<file path="src/rtl/refwin_pkg.sv">
// refwin_pkg: shared defaults, FSM state type and window size for the refwin reader
package refwin_pkg;
    localparam int W_SIZE_DEF = 8;
    localparam int DATA_W_DEF = 8;
    localparam int WIN_PIX = W_SIZE_DEF * W_SIZE_DEF;
    typedef enum logic [1:0] {IDLE, READ, DRAIN} state_t;
    function automatic int win_pix(input int w);
        return w * w;
    endfunction
endpackage

</file>
<file path="src/rtl/refwin_skid.sv">
// refwin_skid: 2-entry output skid buffer with valid/ready handshake
module refwin_skid import refwin_pkg::*; #(
    parameter int W = DATA_W_DEF + 1
) (
    input  logic         pclk,
    input  logic         rst,
    input  logic         push,
    input  logic [W-1:0] din,
    input  logic         ready,
    output logic         valid,
    output logic [W-1:0] dout,
    output logic [1:0]   count
);
    logic [W-1:0] mem [2];
    logic wptr, rptr, pop;
    assign valid = count != 2'd0;
    assign pop = valid && ready;
    assign dout = valid ? mem[rptr] : '0;
    always_ff @(posedge pclk)
        if (push) mem[wptr] <= din;
    always_ff @(posedge pclk) begin
        if (rst) begin
            wptr <= 1'b0;
            rptr <= 1'b0;
            count <= 2'd0;
        end else begin
            if (push) wptr <= ~wptr;
            if (pop) rptr <= ~rptr;
            count <= count + {1'b0, push} - {1'b0, pop};
        end
    end
endmodule

</file>
<file path="src/rtl/refwin_reader.sv">
// refwin_reader: double-buffered window reader streaming W_SIZE*W_SIZE samples per filled bank
// REFWIN_RD_OVERRUN_EN enables the sticky overrun detector.
module refwin_reader import refwin_pkg::*; #(
    parameter int W_SIZE = W_SIZE_DEF,
    parameter int DATA_W = DATA_W_DEF
) (
    input  logic                                 pclk,
    input  logic                                 rst,
    input  logic                                 win_wr,
    output logic                                 wr_bank,
    output logic [$clog2(2*W_SIZE*W_SIZE)-1:0]   rd_addr,
    output logic                                 rd_en,
    input  logic [DATA_W-1:0]                    rd_data,
    output logic [DATA_W-1:0]                    pix_out,
    output logic                                 pix_valid,
    input  logic                                 pix_ready,
    output logic                                 pix_last,
    output logic                                 win_done,
    output logic                                 overrun
);
    localparam int NPIX = win_pix(W_SIZE);
    localparam int IW = $clog2(NPIX);
    state_t state;
    logic [IW-1:0] wcnt, ridx;
    logic [1:0] full, clr, set, occ;
    logic rbank, fly, fly_last, wr_done, fin;
    logic [DATA_W:0] sk_out;
    assign wr_done = win_wr && wcnt == IW'(NPIX - 1);
    assign fin = state == DRAIN && pix_valid && pix_ready && pix_last;
    assign clr = fin ? (rbank ? 2'b10 : 2'b01) : 2'b00;
    assign set = wr_done ? (wr_bank ? 2'b10 : 2'b01) : 2'b00;
    // issue only if the sample lands in a slot that is free once it returns
    assign rd_en = state == READ && ({1'b0, occ} + {2'b0, fly} - {2'b0, pix_valid && pix_ready}) < 3'd2;
    assign rd_addr = {rbank, ridx};
    refwin_skid #(.W(DATA_W + 1)) u_skid (
        .pclk  (pclk),
        .rst   (rst),
        .push  (fly),
        .din   ({fly_last, rd_data}),
        .ready (pix_ready),
        .valid (pix_valid),
        .dout  (sk_out),
        .count (occ)
    );
    assign {pix_last, pix_out} = sk_out;
    always_ff @(posedge pclk) begin
        if (rst) begin
            wcnt <= '0;
            wr_bank <= 1'b0;
            full <= 2'b00;
        end else begin
            if (win_wr) wcnt <= wr_done ? '0 : wcnt + 1'b1;
            if (wr_done) wr_bank <= ~wr_bank;
            full <= (full & ~clr) | set;
        end
    end
`ifdef REFWIN_RD_OVERRUN_EN
    // a bank finishing in the same cycle the reader releases the other is not an overrun
    always_ff @(posedge pclk) begin
        if (rst) overrun <= 1'b0;
        else if (wr_done && full[~wr_bank] && !clr[~wr_bank]) overrun <= 1'b1;
    end
`else
    assign overrun = 1'b0;
`endif
    always_ff @(posedge pclk) begin
        if (rst) begin
            state <= IDLE;
            rbank <= 1'b0;
            ridx <= '0;
            fly <= 1'b0;
            fly_last <= 1'b0;
            win_done <= 1'b0;
        end else begin
            fly <= rd_en;
            fly_last <= rd_en && ridx == IW'(NPIX - 1);
            win_done <= fin;
            case (state)
                IDLE: if (full[~wr_bank]) begin
                    state <= READ;
                    rbank <= ~wr_bank;
                    ridx <= '0;
                end
                READ: if (rd_en) begin
                    ridx <= ridx + 1'b1;
                    if (ridx == IW'(NPIX - 1)) state <= DRAIN;
                end
                DRAIN: if (fin) state <= IDLE;
                default: state <= IDLE;
            endcase
        end
    end
endmodule

</file>
<file path="config.mk">
export PLATFORM = sky130hd
export DESIGN_NAME = refwin_reader
export DESIGN_NICKNAME = d
export VERILOG_FILES = /design/src/rtl/refwin_pkg.sv /design/src/rtl/refwin_skid.sv /design/src/rtl/refwin_reader.sv
export SDC_FILE = /design/constraint.sdc
export NUM_CORES = 1
export LEC_CHECK = 0
export BUFFER_PORTS_ARGS = -buffer_cell sky130_fd_sc_hd__buf_4
export CAP_MARGIN = 0
export CORE_ASPECT_RATIO = 0.8
export CORE_MARGIN = 1
export CORE_UTILIZATION = 55
export CTS_CLUSTER_SIZE = 24
export DETAILED_ROUTE_END_ITERATION = 8
export PLACE_DENSITY = 0.77
export SLEW_MARGIN = 10
export SYNTH_ARGS = -nofsm -noshare
export SYNTH_HDL_FRONTEND = slang
export SYNTH_HIERARCHICAL = 1
export SYNTH_SLANG_ARGS = --single-unit
</file>
<file path="constraint.sdc">
create_clock -name pclk -period 3.4 [get_ports pclk]
set_input_delay 0.34 -clock pclk [delete_from_list [all_inputs] [get_ports pclk]]
set_output_delay 0.34 -clock pclk [all_outputs]
set_load 0.02 [all_outputs]
</file>
==> impl_metrics.xml <==
<?xml version="1.0" encoding="UTF-8"?>
<metrics>
  <group name="status">
    <metric name="result_of_the_run" unit="">completed</metric>
  </group>
  <group name="global_routing">
    <metric name="via_count_of_the_first_global_routing_pass" unit="">1348</metric>
    <metric name="grt_util_all_layers" unit="%">20.8</metric>
    <metric name="grt_first_pass_wirelength" unit="mm">5.93</metric>
    <metric name="pin_count_of_the_biggest_net_entering_global_routing" unit="">27</metric>
    <metric name="grt_overflow" unit="">0</metric>
    <metric name="number_of_antenna_violations_at_the_first_check_in_global_routing" unit="">0</metric>
  </group>
  <group name="detailed_routing">
    <metric name="detail_route.drc_violations" unit="">0</metric>
    <metric name="postRouteWirelength" unit="mm">3.57</metric>
    <metric name="drt_first_iter_violations" unit="">71</metric>
    <metric name="postRouteAntennaNets" unit="">0</metric>
    <metric name="drt-pass1-iter-count" unit="">4</metric>
    <metric name="vias" unit="">1440</metric>
    <metric name="route.detailed.vias_per_inst" unit="">5.63</metric>
    <metric name="detail_route.wl_per_cell" unit="um">13.9</metric>
  </group>
  <group name="logic_synthesis">
    <metric name="synth_compound_area_share" unit="%">9.64</metric>
    <metric name="synth_adder_area_share" unit="%">4.24</metric>
    <metric name="post_synthesis_xor_xnor_area_fraction" unit="%">3.41</metric>
    <metric name="ys_seq_area_share" unit="%">54.5</metric>
    <metric name="synthesis.area" unit="mm^2">0.00195</metric>
    <metric name="synth_async_sr_flop_share" unit="%">0</metric>
    <metric name="dominant_combinational_cell_family_by_area_after_synthesis" unit="">simple AND/OR/NAND/NOR gates</metric>
    <metric name="ys.flop_type" unit="">sky130_fd_sc_hd__dfxtp_1</metric>
    <metric name="syn-num-nets" unit="">198</metric>
    <metric name="synth_enable_flop_cells" unit="">18</metric>
    <metric name="mapped_avg_cell_area" unit="um^2">10.8</metric>
    <metric name="postSynthCellCount" unit="">180</metric>
    <metric name="synthesis.yosys.warnings" unit="">6</metric>
    <metric name="synth-simple-area-share" unit="%">16.4</metric>
    <metric name="netlist-cell-type-count" unit="">41</metric>
    <metric name="synth.mux.area_fraction" unit="%">6.81</metric>
    <metric name="ys_seq_elements" unit="">44</metric>
  </group>
  <group name="clock_network">
    <metric name="clock_path_buffers" unit="">2</metric>
    <metric name="tritoncts" unit="">done</metric>
    <metric name="clkSinkCount" unit="">44</metric>
    <metric name="clock_tree.root_cell" unit="">sky130_fd_sc_hd__clkbuf_8</metric>
    <metric name="cts-htree-levels" unit="">2</metric>
    <metric name="cts.reportedPaths.clkPinSlew" unit="ns">0.08</metric>
    <metric name="cts_bufs_inserted" unit="">5</metric>
    <metric name="ctsHoldBuffers" unit="">0</metric>
    <metric name="clock_latency" unit="ns">0.29</metric>
  </group>
  <group name="floorplan">
    <metric name="floorplan.die.height" unit="um">55.2</metric>
    <metric name="start_util" unit="%">60.5</metric>
    <metric name="io_pins" unit="">33</metric>
    <metric name="placement_rows" unit="">18</metric>
    <metric name="die_width" unit="um">68.5</metric>
    <metric name="design.core.area" unit="mm^2">0.00322</metric>
    <metric name="floorplan.die_area" unit="mm^2">0.00378</metric>
  </group>
  <group name="layout">
    <metric name="num_antenna_cells" unit="">0</metric>
    <metric name="layout.cells.most_common" unit="">sky130_fd_sc_hd__buf_4</metric>
    <metric name="drive_gt1_share" unit="%">22.2</metric>
    <metric name="num-nets-final" unit="">233</metric>
    <metric name="layout.area.seq" unit="mm^2">0.00106</metric>
    <metric name="finish.utilization" unit="%">71.7</metric>
    <metric name="area_delta_synth_final" unit="%">18.6</metric>
    <metric name="final_cell_mix" unit="">sky130_fd_sc_hd__buf_4 (35), sky130_fd_sc_hd__dfxtp_1 (26), sky130_fd_sc_hd__edfxtp_1 (18), sky130_fd_sc_hd__nor2_1 (17), sky130_fd_sc_hd__inv_1 (13)</metric>
    <metric name="final.fill_count" unit="">225</metric>
    <metric name="footprint_of_the_multi_input_gates" unit="um^2">805</metric>
  </group>
  <group name="timing">
    <metric name="rsz0062_at_grt" unit="">false</metric>
    <metric name="final-hold-violation-count" unit="">0</metric>
    <metric name="setup_viol_count_final" unit="">0</metric>
    <metric name="drv_slew" unit="">0</metric>
    <metric name="clock-skew-final" unit="ns">0.00785</metric>
    <metric name="timing.setup.tns" unit="ns">0</metric>
    <metric name="finalWorstPathRequiredPeriod" unit="ns">3.23</metric>
    <metric name="worstMarginPinSlew" unit="ns">0.886</metric>
    <metric name="fin_crit_sh" unit="%">94.9</metric>
    <metric name="worst_rel_slew_slack" unit="%">40.8</metric>
    <metric name="max_freq" unit="MHz">310</metric>
  </group>
  <group name="hold_path">
    <metric name="worstHoldPathType" unit="">in -&gt; reg</metric>
  </group>
  <group name="critical_path">
    <metric name="r2r_cells" unit="">10</metric>
    <metric name="rrSetupSlack" unit="ns">0.47</metric>
    <metric name="worstReg2RegStart" unit="">u_skid/count[1]</metric>
    <metric name="criticalPathCategory" unit="">reg -&gt; out</metric>
    <metric name="worst_setup_path_endpoint" unit="">rd_en</metric>
    <metric name="r2r-end" unit="">ridx[4]</metric>
    <metric name="timing.critical_path.to_type" unit="">output port</metric>
    <metric name="setup.worst_path.start_class" unit="">register</metric>
    <metric name="worst_setup_path_startpoint" unit="">u_skid/count[1]</metric>
    <metric name="critical_path_arrival" unit="ns">2.89</metric>
    <metric name="path_max_fanout" unit="">5</metric>
    <metric name="required" unit="ns">3.06</metric>
  </group>
  <group name="run">
    <metric name="max-cap-violations" unit="">0</metric>
  </group>
  <group name="pwr">
    <metric name="peakVddDrop" unit="mV">0.321</metric>
    <metric name="static-leakage-power" unit="nW">0.856</metric>
    <metric name="power-per-cell-area" unit="mW/mm^2">500</metric>
  </group>
  <group name="placed_design">
    <metric name="dp_hpwl" unit="mm">2.59</metric>
    <metric name="gp_congestion" unit="">0.767</metric>
    <metric name="buffer_ports.inserted" unit="">31</metric>
  </group>
</metrics>
-- cells by family after synthesis --
logic type,count (synthesis)
multiplexers,13
AO/OA/AOI/OAI,31
XOR/XNOR,6
other,1
AND/OR/NAND/NOR,59
adder cells (fa/ha/maj),6
buffers and inverters,20
flip-flops,44
-- critical path, cell delays in order, from the launching register on --
cell and delay, ns:
sky130_fd_sc_hd__dfxtp_1 0.41, sky130_fd_sc_hd__nor2_4 0.18, sky130_fd_sc_hd__inv_1 0.08, sky130_fd_sc_hd__and2_1 0.14, sky130_fd_sc_hd__ha_1 0.26, sky130_fd_sc_hd__nor2b_1 0.15
sky130_fd_sc_hd__fa_1 0.44, sky130_fd_sc_hd__or3b_1 0.39, sky130_fd_sc_hd__or2_2 0.34, sky130_fd_sc_hd__inv_1 0.07, sky130_fd_sc_hd__buf_4 0.13
-- power breakdown --
group	internal [mW]	leakage, nW	switching, mW	total (mW)
clock network	0.140	0.0453	0.173	0.312
logic	0.124	0.442	0.133	0.257
registers	0.560	0.368	0.0248	0.585
-- flip-flops by register name (all words and copies together) (netlist names), named ones only --
signal and count:
fly_last 1, ridx 6, u_skid/rptr 1, state 2, wr_bank 1, rbank 1
u_skid/wptr 1, fly 1, u_skid/count 2, full 2, win_done 1, u_skid/mem 18
wcnt 6
-- synth_stat cells (2+ instances only) --
cell type	count	area (um^2)
sky130_fd_sc_hd__dfxtp_1	26	521
sky130_fd_sc_hd__edfxtp_1	18	541
sky130_fd_sc_hd__nor2_1	17	63.8
sky130_fd_sc_hd__inv_1	13	48.8
sky130_fd_sc_hd__mux2i_1	11	110
sky130_fd_sc_hd__o21ai_0	11	55.1
sky130_fd_sc_hd__a21oi_1	9	45.0
sky130_fd_sc_hd__nor2b_1	7	43.8
sky130_fd_sc_hd__ha_1	5	62.6
sky130_fd_sc_hd__nand2_1	5	18.8
sky130_fd_sc_hd__nand3_1	5	25.0
sky130_fd_sc_hd__or4_1	5	37.5
sky130_fd_sc_hd__nor4_1	4	25.0
sky130_fd_sc_hd__buf_4	3	22.5
sky130_fd_sc_hd__clkbuf_1	3	11.3
sky130_fd_sc_hd__o31ai_1	3	22.5
sky130_fd_sc_hd__xor2_1	3	26.3
sky130_fd_sc_hd__and2_1	2	12.5
sky130_fd_sc_hd__mux2_2	2	22.5
sky130_fd_sc_hd__nand2b_1	2	12.5
sky130_fd_sc_hd__nand4_1	2	12.5
sky130_fd_sc_hd__o41ai_1	2	17.5
sky130_fd_sc_hd__or2_2	2	12.5
sky130_fd_sc_hd__or3_1	2	12.5
sky130_fd_sc_hd__xnor2_1	2	17.5
-- through the flow --
step / std cells / total power [mW] / cell area [um^2] / hold WS (ns) / setup slack, ns
after floorplan: 180 / 0.749 / 1950 / 0.404 / 0.311
after global placement: 245 / 0.815 / 2190 / 0.411 / 0.380
after detailed placement: 245 / 0.827 / 2190 / 0.425 / 0.242
after CTS: 253 / 1.14 / 2290 / 0.225 / 0.0565
after global routing: 256 / 1.21 / 2310 / 0.219 / 0.0409
final: 256 / 1.15 / 2310 / 0.227 / 0.174
-- worst min path at each step --
stage / start / endpoint / slack (ns) / cells past startpoint
final: rd_data[4] / u_skid/mem[0][4] / 0.23 / 1
after global placement: fly_last / u_skid/mem[0][8] / 0.41 / 0
after global routing: rd_data[1] / u_skid/mem[0][1] / 0.22 / 1
after CTS: rd_data[0] / u_skid/mem[1][0] / 0.23 / 1
after floorplan: fly_last / u_skid/mem[0][8] / 0.40 / 0
after detailed placement: fly_last / u_skid/mem[1][8] / 0.43 / 0
-- repair_timing --
item	in CTS	in global routing
pin swaps	0	1
buffers inserted	0	3
gates resized for setup	2	0
setup endpoints to repair	1	1
-- metal layers --
layer	track usage, %	vias to the layer above	wire (um)
met3	4.34	8	128
met5	0	-	0
li1	-	711	-
met2	33.3	31	1700
met4	8.04	0	56
met1	27.1	690	1690
-- layout make-up --
class,instances,area share [%]
clock buffers,5,2.98
clock inverters,3,0.596
inverters,13,2.11
multi-input cells,116,34.8
flip-flops and latches,44,45.9
well taps,40,2.17
repair buffers,35,11.4
Power figures use the tool's default switching activity.
